[src/rtl/hvtx_box_gen.sv]
`timescale 1ns/1ps
// hvtx_box_gen: moving-box test pattern.
// Takes the cursor coordinates and sync strobes from the timing generator and
// draws a BOX_SIZE square over a flat background. The square bounces inside the
// active area and advances once every FRAMES_PER_STEP frames.
// hs/vs/de and video all have a fixed 3-cycle latency from the inputs.
// The box only moves in the cycle after a vsync rising edge, which falls in
// vertical blanking, so a frame is never drawn with two box positions.
module hvtx_box_gen #(
  parameter int          WID             = 12,
  parameter int          ACTIVE_WIDTH    = 1920,
  parameter int          ACTIVE_HEIGHT   = 1080,
  parameter int          BOX_SIZE        = 10,
  parameter int          STEP            = 10,
  parameter int          FRAMES_PER_STEP = 1,
  parameter logic [23:0] FG_COLOR        = 24'h00f0f0,
  parameter logic [23:0] BG_COLOR        = 24'hc0c0c0
) (
  input  logic           i_clk,
  input  logic           i_rst,
  input  logic           i_en,
  input  logic [WID-1:0] i_x,
  input  logic [WID-1:0] i_y,
  input  logic           i_hs,
  input  logic           i_vs,
  input  logic           i_de,
  output logic           o_hs,
  output logic           o_vs,
  output logic           o_de,
  output logic [23:0]    o_video,
  output logic [WID-1:0] o_box_x,
  output logic [WID-1:0] o_box_y
);

  // Frame counter width; a single-frame step still gets one (constant) bit.
  localparam int             FCW     = (FRAMES_PER_STEP > 1) ? $clog2(FRAMES_PER_STEP) : 1;
  localparam logic [FCW-1:0] FC_LAST = FCW'(FRAMES_PER_STEP - 1);

  // Position arithmetic is one bit wider than the coordinates so that
  // pos+STEP and pos+BOX_SIZE can never wrap.
  localparam logic [WID:0]   BOX_W   = (WID+1)'(BOX_SIZE);
  localparam logic [WID:0]   STEP_W  = (WID+1)'(STEP);

  // ------------------------------------------------------------------
  // Frame tick and step decision
  // ------------------------------------------------------------------
  logic           vs_prev_q;
  logic           vs_rise;
  logic [FCW-1:0] frame_cnt_q;
  logic [FCW-1:0] frame_cnt_d;
  logic           step_now;

  // Previous vsync sample, used for rising-edge detection.
  always_ff @(posedge i_clk or posedge i_rst) begin
    if (i_rst) begin
      vs_prev_q <= 1'b0;
    end else begin
      vs_prev_q <= i_vs;
    end
  end

  // One tick per vsync rise; a step fires when the frame count wraps.
  always_comb begin
    vs_rise     = i_vs & ~vs_prev_q;
    frame_cnt_d = frame_cnt_q;
    step_now    = 1'b0;
    if (vs_rise && i_en) begin
      if (frame_cnt_q == FC_LAST) begin
        frame_cnt_d = '0;
        step_now    = 1'b1;
      end else begin
        frame_cnt_d = frame_cnt_q + 1'b1;
      end
    end
  end

  // Frame counter register; frozen while movement is disabled.
  always_ff @(posedge i_clk or posedge i_rst) begin
    if (i_rst) begin
      frame_cnt_q <= '0;
    end else begin
      frame_cnt_q <= frame_cnt_d;
    end
  end

  // ------------------------------------------------------------------
  // Per-axis box position, direction and stage-1 coordinate.
  // Axis 0 is x (horizontal), axis 1 is y (vertical).
  // ------------------------------------------------------------------
  logic [WID-1:0] axis_in  [2];
  logic [WID-1:0] box_pos  [2];
  logic           axis_hit [2];

  assign axis_in[0] = i_x;
  assign axis_in[1] = i_y;

  genvar gi;
  generate
    for (gi = 0; gi < 2; gi++) begin : gen_axis
      localparam int           ACTIVE = (gi == 0) ? ACTIVE_WIDTH : ACTIVE_HEIGHT;
      localparam logic [WID:0] MAX_W  = (WID+1)'(ACTIVE - BOX_SIZE);

      logic [WID-1:0] pos_q;
      logic [WID-1:0] pos_d;
      logic           neg_q;
      logic           neg_d;
      logic [WID-1:0] coord_s1_q;
      logic [WID:0]   pos_ext;
      logic [WID:0]   fwd_sum;
      logic [WID:0]   coord_ext;

      // Bounce rule: clamp to the edge and reverse when the next step
      // would reach or pass it, otherwise move by STEP.
      always_comb begin
        pos_ext = {1'b0, pos_q};
        fwd_sum = pos_ext + STEP_W;
        pos_d   = pos_q;
        neg_d   = neg_q;
        if (step_now) begin
          if (!neg_q) begin
            if (fwd_sum >= MAX_W) begin
              pos_d = MAX_W[WID-1:0];
              neg_d = 1'b1;
            end else begin
              pos_d = fwd_sum[WID-1:0];
            end
          end else begin
            if (pos_ext <= STEP_W) begin
              pos_d = '0;
              neg_d = 1'b0;
            end else begin
              pos_d = pos_q - STEP_W[WID-1:0];
            end
          end
        end
      end

      // Box edge and direction registers; start at the origin heading +.
      always_ff @(posedge i_clk or posedge i_rst) begin
        if (i_rst) begin
          pos_q <= '0;
          neg_q <= 1'b0;
        end else begin
          pos_q <= pos_d;
          neg_q <= neg_d;
        end
      end

      // Stage 1: register the incoming coordinate for this axis.
      always_ff @(posedge i_clk or posedge i_rst) begin
        if (i_rst) begin
          coord_s1_q <= '0;
        end else begin
          coord_s1_q <= axis_in[gi];
        end
      end

      // Half-open range test [pos, pos+BOX_SIZE) in the widened domain.
      assign coord_ext    = {1'b0, coord_s1_q};
      assign axis_hit[gi] = (coord_ext >= pos_ext) && (coord_ext < (pos_ext + BOX_W));
      assign box_pos[gi]  = pos_q;
    end
  endgenerate

  assign o_box_x = box_pos[0];
  assign o_box_y = box_pos[1];

  // ------------------------------------------------------------------
  // Sync pipeline and colour selection
  // ------------------------------------------------------------------
  logic s1_hs_q, s1_vs_q, s1_de_q;
  logic s2_hs_q, s2_vs_q, s2_de_q;
  logic s2_in_box_q;

  // Stage 1: register the sync strobes alongside the coordinates.
  always_ff @(posedge i_clk or posedge i_rst) begin
    if (i_rst) begin
      s1_hs_q <= 1'b0;
      s1_vs_q <= 1'b0;
      s1_de_q <= 1'b0;
    end else begin
      s1_hs_q <= i_hs;
      s1_vs_q <= i_vs;
      s1_de_q <= i_de;
    end
  end

  // Stage 2: capture the box hit for the stage-1 pixel.
  always_ff @(posedge i_clk or posedge i_rst) begin
    if (i_rst) begin
      s2_hs_q     <= 1'b0;
      s2_vs_q     <= 1'b0;
      s2_de_q     <= 1'b0;
      s2_in_box_q <= 1'b0;
    end else begin
      s2_hs_q     <= s1_hs_q;
      s2_vs_q     <= s1_vs_q;
      s2_de_q     <= s1_de_q;
      s2_in_box_q <= axis_hit[0] && axis_hit[1];
    end
  end

  // Stage 3: registered outputs; video is black outside the active area.
  always_ff @(posedge i_clk or posedge i_rst) begin
    if (i_rst) begin
      o_hs    <= 1'b0;
      o_vs    <= 1'b0;
      o_de    <= 1'b0;
      o_video <= 24'h0;
    end else begin
      o_hs    <= s2_hs_q;
      o_vs    <= s2_vs_q;
      o_de    <= s2_de_q;
      o_video <= s2_de_q ? (s2_in_box_q ? FG_COLOR : BG_COLOR) : 24'h0;
    end
  end

endmodule

[config.mk]
export PLATFORM = sky130hd
export DESIGN_NAME = hvtx_box_gen
export DESIGN_NICKNAME = d
export VERILOG_FILES = /design/src/rtl/hvtx_box_gen.sv
export SDC_FILE = /design/constraint.sdc
export NUM_CORES = 1
export LEC_CHECK = 0
export BUFFER_PORTS_ARGS = -buffer_cell sky130_fd_sc_hd__clkbuf_2
export CORE_MARGIN = 3
export CORE_UTILIZATION = 28
export CTS_CLUSTER_DIAMETER = 100
export DETAILED_ROUTE_END_ITERATION = 10
export PLACE_DENSITY = 0.45
export SLEW_MARGIN = 40
export SYNTH_ARGS = -nofsm -noshare
export SYNTH_HDL_FRONTEND = slang
export SYNTH_SLANG_ARGS = --single-unit
[constraint.sdc]
create_clock -name i_clk -period 3.6 [get_ports i_clk]
set_input_delay 0.54 -clock i_clk [delete_from_list [all_inputs] [get_ports i_clk]]
set_output_delay 0.54 -clock i_clk [all_outputs]
set_load 0.02 [all_outputs]
==> metrics.md, run 1 <==
| Metric | Value |
|---|---|
| Die Wd | `130 microns` |
| Max Cap Viol | `0` |
| Initial Util | `0.292` |
| Post-route minimum period | `2.94 ns` |
| Hold crit path type | `primary input to async pin` |
| Vias in the first global route | `3524` |
| Share of cells above drive strength 1 | `0.179` |
| Yosys warning count | `0` |
| Worst VDD drop | `238 uV` |
| Power Dens Cells | `704 nW/um^2` |
| Crit path DAT | `3.21 ns` |
| CP Max Fanout | `11` |
| CP Launch Type | `flop` |
| Initial antenna violation count | `0` |
| Post-Synthesis Cells | `490` |
| Die height | `130 microns` |
| Via density | `5.03` |
| Root buffer cell | `clkbuf_16` |
| Cts hold-fix bufs | `0` |
| Num CTS Buffers | `9` |
| Crit Path Category | `flop to flop` |
| Period utilization | `0.817` |
| Slew margin rel. | `0.543` |
| Cts repair resizes | `0` |
| CP Capture Type | `flop` |
| Area leader, netlist | `dfrtp_1` |
| Flop-to-flop setup slack | `0.66 ns` |
| Setup Viol. Count Final | `0` |
| WL per Instance | `15.6 microns` |
| Status | `complete, no violations` |
| Area share of the leading cell type in the synthesized netlist | `0.336` |
| Post-Route WL | `11300 microns` |
| CTS max path bufs | `2` |
| Boundary Pins | `81` |
| RePlAce Congestion | `0.837` |
| Area growth syn-to-layout | `14.4%` |
| Clock Skew | `0.00686 ns` |
| Core Region | `14800 sq um` |
| Final hold violation count | `0` |
| Area of the die | `17000 sq um` |
| Gr ovfl total | `0` |
| Number of H-tree levels | `3` |
| CTS tree | `done` |
| Critical R2R Launch | `o_box_x[5]` |
| Clk_lat worst skew | `0.33 ns` |
| # DRC | `0` |
| Synth top area cells | `dfrtp_1, ha_1, buf_4` |
| First-pass iteration count of the detailed router | `5` |
| Count of final max-slew check failures | `0` |
| Port bufs | `62` |
| First-pass GRT wire length | `18400 microns` |
| RSZ-0062 raised after global routing | `no` |
| Post-synth EDFFs | `0` |
| Post-synthesis cell type count | `62` |
| GRT Total Usage | `0.140` |
| Sequential area share after synthesis | `0.336` |
| Dpl hpwl | `8390 microns` |
| Setup Buffers After CTS | `0` |
| Fmax | `340 MHz` |
| Antenna cells | `0` |
| Total Power | `3.48 mW` |
| R2R depth | `11` |
| Largest net degree at the start of global routing | `39` |
| R2r endpoint | `s2_in_box_q` |
| Num Clock Sinks | `58` |
| Ys flop type | `dfrtp_1` |
| Fin nets | `610` |
| CP Data Required Time | `3.86 ns` |
| Leakage power | `2.29 nW` |
| Synth Register Bits | `58` |
| Site Rows | `44` |
| Setup TNS | `0 ns` |
| Initial drt markers | `255` |
| Cell Area, Synth | `4320 sq um` |
| Async SR Flop Fraction | `1.00` |
| Vias | `3630` |
| Clock Pin Slew Worst Setup and Hold Paths | `0.05 ns` |
| Tightest Pin Transition | `0.678 ns` |
| Routed Antenna Nets | `0` |
| Post-Syn Area per Cell | `8.82 sq um` |
[metal layers]
| layer | part of all wire | vias up | global-route usage |
|---|---|---|---|
| met5 | 0 | - | 0 |
| met4 | 0.013 | 0 | 0.0550 |
| met3 | 0.045 | 9 | 0.0291 |
| met2 | 0.45 | 89 | 0.213 |
| met1 | 0.49 | 1712 | 0.196 |
| li1 | - | 1820 | - |
[cell families after synthesis]
logic type / after synthesis / synth area share
compound gates: 155 / 0.226
xor+xnor: 19 / 0.0402
fa+ha+maj: 50 / 0.144
buf+inv: 78 / 0.0961
flops: 58 / 0.336
mux: 3 / 0.00695
other cells: 1 / 0.000868
simple gates: 126 / 0.151
[cell usage in the layout, fill, tap and decap left out, types with 13 or more instances in the layout]
master     n
o21ai_0   45
ha_1      48
inv_1     27
a21oi_1   38
clkbuf_2  62
xnor2_1   15
nand3_1   13
nand2_1   29
conb_1    16
dfrtp_1   58
nor3_1    14
nor2_1    31
a31oi_1   13
[worst max path at each step]
stage | start | endpoint | slack [ns] | cells past startpoint
final | o_box_x[5] | s2_in_box_q | 0.66 | 11
after global routing | o_box_x[5] | s2_in_box_q | 0.38 | 11
after CTS | o_box_x[4] | s2_in_box_q | 0.61 | 11
after detailed placement | o_box_x[4] | s2_in_box_q | 0.63 | 11
after global placement | o_box_x[1] | s2_in_box_q | 0.67 | 10
after floorplan | o_box_x[4] | s2_in_box_q | 0.87 | 13
[state kept, by name, summed over array words and instances, names as in the netlist]
register             flops
s1_de_q                  1
s1_vs_q                  1
o_hs                     1
s2_de_q                  1
o_video                  3
o_box_x                 11
s1_hs_q                  1
s2_vs_q                  1
gen_axis.neg_q           2
o_vs                     1
o_box_y                 11
s2_in_box_q              1
gen_axis.coord_s1_q     22
s2_hs_q                  1
[cell usage after synthesis, drive strengths merged, types with 5 or more instances]
library cell / count
a21o: 9
a21oi: 40
a31oi: 13
buf: 37
clkbuf: 12
dfrtp: 58
ha: 48
inv: 29
nand2: 30
nand3: 14
nor2: 31
nor2b: 6
nor3: 15
nor4: 8
o211ai: 8
o21a: 5
o21ai: 47
o22ai: 5
xnor2: 16
[final cells by class]
class                           instances  area [sq um]
Inverter                               29           111
Fill cell                            1571          9870
Timing Repair Buffer                   65           333
Tap cell                              184           230
Multi-Input combinational cell        369          2510
Clock buffer                           11           253
Sequential cell                        58          1450
Clock inverter                          5          52.6
[report_power, final]
part	switching [mW]	total, mW	internal (mW)
clock network	0.310	0.879	0.569
logic	0.950	1.57	0.624
registers	0.270	1.03	0.757
total	1.53	3.48	1.95
[worst max-delay path, cell delays in order, from the launching register on]
cell	delay (ns)
dfrtp_1	0.59
nand3_1	0.23
nor2_1	0.26
nand2_1	0.12
nor2_1	0.15
xnor2_1	0.19
ha_1	0.30
a21o_1	0.21
a21oi_1	0.16
a311oi_1	0.09
a2111oi_0	0.35
o311a_1	0.24
[through the flow]
step	setup WS [ns]	hold WS (ns)	instances	area, sq um	utilization
after CTS	0.612	0.265	721	4940	0.334
final	0.659	0.233	721	4940	0.334
after floorplan	0.867	0.331	505	4380	-
after global routing	0.379	0.291	721	4940	0.334
after detailed placement	0.631	0.336	705	4640	0.313
after global placement	0.665	0.332	705	4630	0.313
No activity file was read; power rests on OpenSTA's default activity.
==> run 2, diff against run 1 <==
- clock period: 3.6 -> 2.9 ns (I/O delays scaled with it)
==> run 2 against run 1 <==
Highest routed layer unchanged. Via count increased by 2.6%. Non-clock buffer count increased by 22. Clock skew decreased by 0.0019 ns. Sequential power increased by 13%. Combinational power increased by 49%. Global-route usage increased by 0.54 points. Worst setup slack got worse by 0.49 ns. Power increased by 32%. Largest power group unchanged. Maximum frequency increased by 7.5%. Critical endpoint unchanged. Flip-flop and latch count unchanged.
==> metrics.md, run 2 (synthesis gave the netlist of run 1 again) <==
| Metric | Value |
|---|---|
| Status | `complete, no violations (unchanged)` |
| Gr ovfl total | `0 (unchanged)` |
| Area of the die | `17000 sq um (unchanged)` |
| Num CTS Buffers | `9 (unchanged)` |
| Power Dens Cells | `895 nW/um^2 (was 704 nW/um^2)` |
| R2r endpoint | `s2_in_box_q (unchanged)` |
| Tightest Pin Transition | `0.698 ns (was 0.678 ns)` |
| Setup Viol. Count Final | `0 (unchanged)` |
| Die height | `130 microns (unchanged)` |
| Post-Route WL | `11700 microns (was 11300 microns)` |
| Die Wd | `130 microns (unchanged)` |
| WL per Instance | `15.7 microns (was 15.6 microns)` |
| Root buffer cell | `clkbuf_16 (unchanged)` |
| Fmax | `366 MHz (was 340 MHz)` |
| CP bufs+invs | `1 (was 0)` |
| Number of H-tree levels | `3 (unchanged)` |
| CP Capture Type | `flop (unchanged)` |
| Crit path launch | `o_box_x[5] (unchanged)` |
| Dpl hpwl | `8790 microns (was 8390 microns)` |
| Post-route minimum period | `2.73 ns (was 2.94 ns)` |
| Crit-path leading delay family | `compound AO/OA/AOI/OAI gates (unchanged)` |
| Leakage power | `2.40 nW (was 2.29 nW)` |
| Flop-to-flop setup slack | `0.17 ns (was 0.66 ns)` |
| R2R depth | `11 (unchanged)` |
| Crit path DAT | `3.01 ns (was 3.21 ns)` |
| Final hold violation count | `0 (unchanged)` |
| Num Clock Sinks | `58 (unchanged)` |
| Max Cap Viol | `0 (unchanged)` |
| Via density | `5.01 (was 5.03)` |
| Share of cells above drive strength 1 | `0.218 (was 0.179)` |
| RePlAce Congestion | `0.820 (was 0.837)` |
| Area growth syn-to-layout | `18.8% (was 14.4%)` |
| Largest stage delay on the critical path | `0.48 ns (was 0.59 ns)` |
| CP Data Required Time | `3.17 ns (was 3.86 ns)` |
| Clock Pin Slew Worst Setup and Hold Paths | `0.05 ns (about the same)` |
| Final worst slack | `0.165 ns (was 0.659 ns)` |
| Initial drt markers | `226 (was 255)` |
| Commonest non-fill, non-tap cell in the layout | `clkbuf_2 (unchanged)` |
| Crit. path cell count | `11 (unchanged)` |
| Setup TNS | `0 ns (unchanged)` |
| Largest Register | `gen_axis.coord_s1_q (unchanged)` |
| CP max-delay cell | `dfrtp_1 (unchanged)` |
| Initial antenna violation count | `0 (unchanged)` |
| First-pass GRT wire length | `19000 microns (was 18400 microns)` |
| CTS tree | `done (unchanged)` |
| RSZ-0062 raised after global routing | `no (unchanged)` |
| Cts hold-fix bufs | `0 (unchanged)` |
| Port bufs | `62 (unchanged)` |
| Vias in the first global route | `3562 (was 3524)` |
| Largest net degree at the start of global routing | `31 (was 39)` |
| Vias | `3725 (was 3630)` |
| Clk_lat worst skew | `0.34 ns (was 0.33 ns)` |
| GRT Total Usage | `0.146 (was 0.140)` |
| Boundary Pins | `81 (unchanged)` |
| Clock Skew | `0.00491 ns (was 0.00686 ns)` |
| Number of flip-flops in the largest register | `22 (unchanged)` |
| Worst setup endpoint | `s2_in_box_q (unchanged)` |
| Period utilization | `0.943 (was 0.817)` |
| Setup Buffers After CTS | `0 (unchanged)` |
| Initial Util | `0.292 (unchanged)` |
| Site Rows | `44 (unchanged)` |
| Critical R2R Launch | `o_box_x[5] (unchanged)` |
| Worst VDD drop | `266 uV (was 238 uV)` |
| Routed Antenna Nets | `0 (unchanged)` |
| Antenna cells | `0 (unchanged)` |
| Count of final max-slew check failures | `0 (unchanged)` |
| CP Max Fanout | `6 (was 11)` |
| Most frequent cells in the layout | `clkbuf_2, dfrtp_1, ha_1 (unchanged)` |
| # DRC | `0 (unchanged)` |
| Crit Path Category | `flop to flop (unchanged)` |
| Critical path, cell by cell | `inv_1, nor3_1, xnor2_1, ha_1, a21o_1, a31oi_1, o21ai_0, maj3_1, a21oi_1, nand4b_1, o311a_1 (was nand3_1, nor2_1, nand2_1, nor2_1, xnor2_1, ha_1, a21o_1, a21oi_1, a311oi_1, a2111oi_0, o311a_1)` |
| Hold crit path type | `primary input to async pin (unchanged)` |
| CTS max path bufs | `2 (unchanged)` |
| DP Worst Slack | `0.185 ns (was 0.631 ns)` |
| CP Launch Type | `flop (unchanged)` |
| Fin nets | `632 (was 610)` |
| First-pass iteration count of the detailed router | `5 (unchanged)` |
| Core Region | `14800 sq um (unchanged)` |
| Slew margin rel. | `0.534 (was 0.543)` |
run 2: cell types whose count changed in the layout (fill, tap and decap cells not counted), sizes merged:
cell and change:
buf +22
run 2: how the worst min path moves through the flow:
stage,endpoint,depth (start not counted)
detailed placement,s2_de_q,0
global placement,o_vs,0
global route,gen_axis[1].coord_s1_q[5],1
floorplan,o_hs,0
finish,gen_axis[0].coord_s1_q[10],2
CTS,gen_axis[1].coord_s1_q[6],1
run 2: where the power goes:
group          total, mW  internal [mW]  switching, mW  leakage (nW)
logic               2.34          0.974           1.37          1.56
clock network       1.09          0.706          0.388         0.151
registers           1.16          0.942          0.216         0.683
run 2: through the flow:
stage / instance area, sq um / cells / hold WS [ns] / total power [mW] / util
2_1_floorplan: 4380 / 505 / 0.331 / 2.74 / -
3_3_place_gp: 4810 / 727 / 0.333 / 3.46 / 0.325
3_5_place_dp: 4810 / 727 / 0.336 / 3.50 / 0.325
4_1_cts: 5120 / 743 / 0.183 / 4.65 / 0.346
5_1_grt: 5130 / 743 / 0.185 / 5.01 / 0.347
6_report: 5130 / 743 / 0.189 / 4.59 / 0.347
run 2: final cells by class:
| class | count | area [sq um] |
|---|---|---|
| multi-input combinational | 369 | 2530 |
| tap | 184 | 230 |
| clock inverter | 5 | 52.6 |
| timing repair buffer | 87 | 510 |
| clock buffer | 11 | 253 |
| inverter | 29 | 109 |
| sequential | 58 | 1450 |
| fill | 1539 | 9680 |
run 2: timing repair:
item / in CTS / in global routing
endpoints found under the setup margin: 0 / 1
resized for setup: 0 / 5
hold endpoints to repair: 0 / 0
run 2: per-layer routing:
metal,routed length [microns],part of all wire,GRT usage,vias up
met5,0,0,0,-
met4,263,0.023,0.0672,0
met3,516,0.044,0.0270,15
met2,5310,0.45,0.225,83
met1,5590,0.48,0.198,1764
li1,-,-,-,1863
==> run 3, diff against run 2 <==
- CORE_UTILIZATION: 28 -> 47
- PLACE_DENSITY: 0.45 -> 0.68
==> run 3 against run 2 <==
Design area down 6.0%. Highest routed layer unchanged. Largest power group unchanged. Register-to-register slack better by 0.05 ns. Sequential power about the same. First-iteration DRC count down 12%. Power down 11%. Critical endpoint unchanged.
==> metrics.md, run 3 (synthesis gave the netlist of run 1 again) <==
| Metric | Value |
|---|---|
| Status | `complete, no violations (unchanged)` |
| Commonest non-fill, non-tap cell in the layout | `clkbuf_2 (unchanged)` |
| Share of cells above drive strength 1 | `0.192 (was 0.218)` |
| CTS max path bufs | `2 (unchanged)` |
| Count of final max-slew check failures | `0 (unchanged)` |
| Total Power | `4.07 mW (was 4.59 mW)` |
| Filler instances | `809 (was 1539)` |
| Post-route minimum period | `2.69 ns (was 2.73 ns)` |
| Crit-path leading delay family | `compound AO/OA/AOI/OAI gates (unchanged)` |
| Leakage power | `2.30 nW (was 2.40 nW)` |
| RSZ-0062 raised after global routing | `no (unchanged)` |
| Cts repair resizes | `0 (unchanged)` |
| Tightest Pin Transition | `0.658 ns (was 0.698 ns)` |
| Number of H-tree levels | `3 (unchanged)` |
| Antenna cells | `0 (unchanged)` |
| CP Data Required Time | `3.16 ns (was 3.17 ns)` |
| Critical path, cell by cell | `inv_1, nor3_1, xnor2_1, ha_1, a21o_1, a31oi_1, o21ai_0, maj3_1, a21oi_1, nand4b_1, o311a_1 (unchanged)` |
| CTS tree | `done (unchanged)` |
| Post-layout util | `0.548 (was 0.347)` |
| # DRC | `0 (unchanged)` |
| Num CTS Buffers | `9 (unchanged)` |
| Root buffer cell | `clkbuf_8 (was clkbuf_16)` |
| Hold crit path type | `primary input to async pin (unchanged)` |
| Cts hold-fix bufs | `0 (unchanged)` |
| Crit Path Category | `flop to flop (unchanged)` |
| Initial Util | `0.491 (was 0.292)` |
| Setup Viol. Count Final | `0 (unchanged)` |
| First-pass GRT wire length | `17500 microns (was 19000 microns)` |
| Clock Skew | `0.0122 ns (was 0.00491 ns)` |
| Site Rows | `34 (was 44)` |
| Largest stage delay on the critical path | `0.47 ns (was 0.48 ns)` |
| Crit path DAT | `2.95 ns (was 3.01 ns)` |
| Most frequent cells in the layout | `clkbuf_2, dfrtp_1, ha_1 (unchanged)` |
| Die height | `102 microns (was 130 microns)` |
| Power Dens Cells | `844 nW/um^2 (was 895 nW/um^2)` |
| Dpl hpwl | `7920 microns (was 8790 microns)` |
| Worst VDD drop | `548 uV (was 266 uV)` |
| Gr ovfl total | `0 (unchanged)` |
| WL per Instance | `15.7 microns (about the same)` |
| Core Region | `8810 sq um (was 14800 sq um)` |
| Setup Buffers After CTS | `0 (unchanged)` |
| Clk_lat worst skew | `0.34 ns (about the same)` |
| First-pass iteration count of the detailed router | `4 (was 5)` |
| Routed Antenna Nets | `0 (unchanged)` |
| CP max-delay cell | `dfrtp_1 (unchanged)` |
| CP bufs+invs | `1 (unchanged)` |
| Period utilization | `0.926 (was 0.943)` |
| Post-Route WL | `10400 microns (was 11700 microns)` |
| RePlAce Congestion | `0.905 (was 0.820)` |
| Setup TNS | `0 ns (unchanged)` |
| Initial antenna violation count | `0 (unchanged)` |
| Port bufs | `62 (unchanged)` |
| Area growth syn-to-layout | `11.6% (was 18.8%)` |
| Max Cap Viol | `0 (unchanged)` |
| Fmax | `372 MHz (was 366 MHz)` |
| Die Wd | `102 microns (was 130 microns)` |
| GRT Total Usage | `0.211 (was 0.146)` |
| Num Clock Sinks | `58 (unchanged)` |
| Number of flip-flops in the largest register | `22 (unchanged)` |
| CP Launch Type | `flop (unchanged)` |
| CP Capture Type | `flop (unchanged)` |
| Clock Pin Slew Worst Setup and Hold Paths | `0.07 ns (was 0.05 ns)` |
| Largest Register | `gen_axis.coord_s1_q (unchanged)` |
| Largest net degree at the start of global routing | `28 (was 31)` |
| Final non-filler cell total | `659 (was 743)` |
| Boundary Pins | `81 (unchanged)` |
| CP Max Fanout | `5 (was 6)` |
| Via density | `5.72 (was 5.01)` |
| Fin nets | `624 (was 632)` |
| Placed cell count | `643 (was 727)` |
| Vias | `3769 (was 3725)` |
| Final hold violation count | `0 (unchanged)` |
| Slew margin rel. | `0.562 (was 0.534)` |
| Area of the die | `10400 sq um (was 17000 sq um)` |
| Initial drt markers | `199 (was 226)` |
| Vias in the first global route | `3543 (was 3562)` |
-- run 3: cell count changes in the layout (fill, tap and decap cells not counted), sizes merged --
cell,before,now
clkinvlp,1,0
clkinv,3,2
buf,25,17
clkbuf,73,75
-- run 3: final cells by class --
class / count / area (sq um) / area share
Multi-Input combinational cell: 369 / 2510 / 0.521
Inverter: 29 / 109 / 0.0226
Clock buffer: 13 / 139 / 0.0288
Clock inverter: 3 / 40.0 / 0.00830
Sequential cell: 58 / 1450 / 0.301
Timing Repair Buffer: 79 / 438 / 0.0908
Tap cell: 108 / 135 / 0.0280
-- run 3: per-layer routing --
metal  share of wire  routed length (microns)  up-vias  track usage
met5               0                        0        -            0
met4           0.019                      193        0       0.0737
met3           0.067                      695       15       0.0307
met2            0.45                     4690      157        0.331
met1            0.46                     4790     1752        0.300
li1                -                        -     1845            -
-- run 3: path summary, 6_finish.rpt --
path | from | end | slack (ns) | cells past startpoint
worst min register to register | s2_hs_q | o_hs | 0.35 | 0
worst max register to register | o_box_x[5] | s2_in_box_q | 0.21 | 11
worst max-delay path | o_box_x[5] | s2_in_box_q | 0.21 | 11
min in group i_clk | i_y[1] | gen_axis[1].coord_s1_q[1] | 0.20 | 1
worst min-delay path | i_rst | o_hs | 0.08 | 2
max in group asynchronous | i_rst | s2_in_box_q | 2.15 | 3
-- run 3: metrics by stage --
stage               setup WS (ns)  cell area [sq um]  hold WS, ns
finish                      0.214               4820       0.0800
global route               0.0411               4820        0.116
CTS                         0.227               4820       0.0944
detailed placement          0.251               4640        0.336
global placement            0.271               4640        0.332
floorplan                   0.167               4380        0.331
-- run 3: power breakdown --
part | internal, mW | switching, mW | total (mW)
clock network | 0.396 | 0.325 | 0.721
logic | 0.889 | 1.29 | 2.18
registers | 0.940 | 0.233 | 1.17
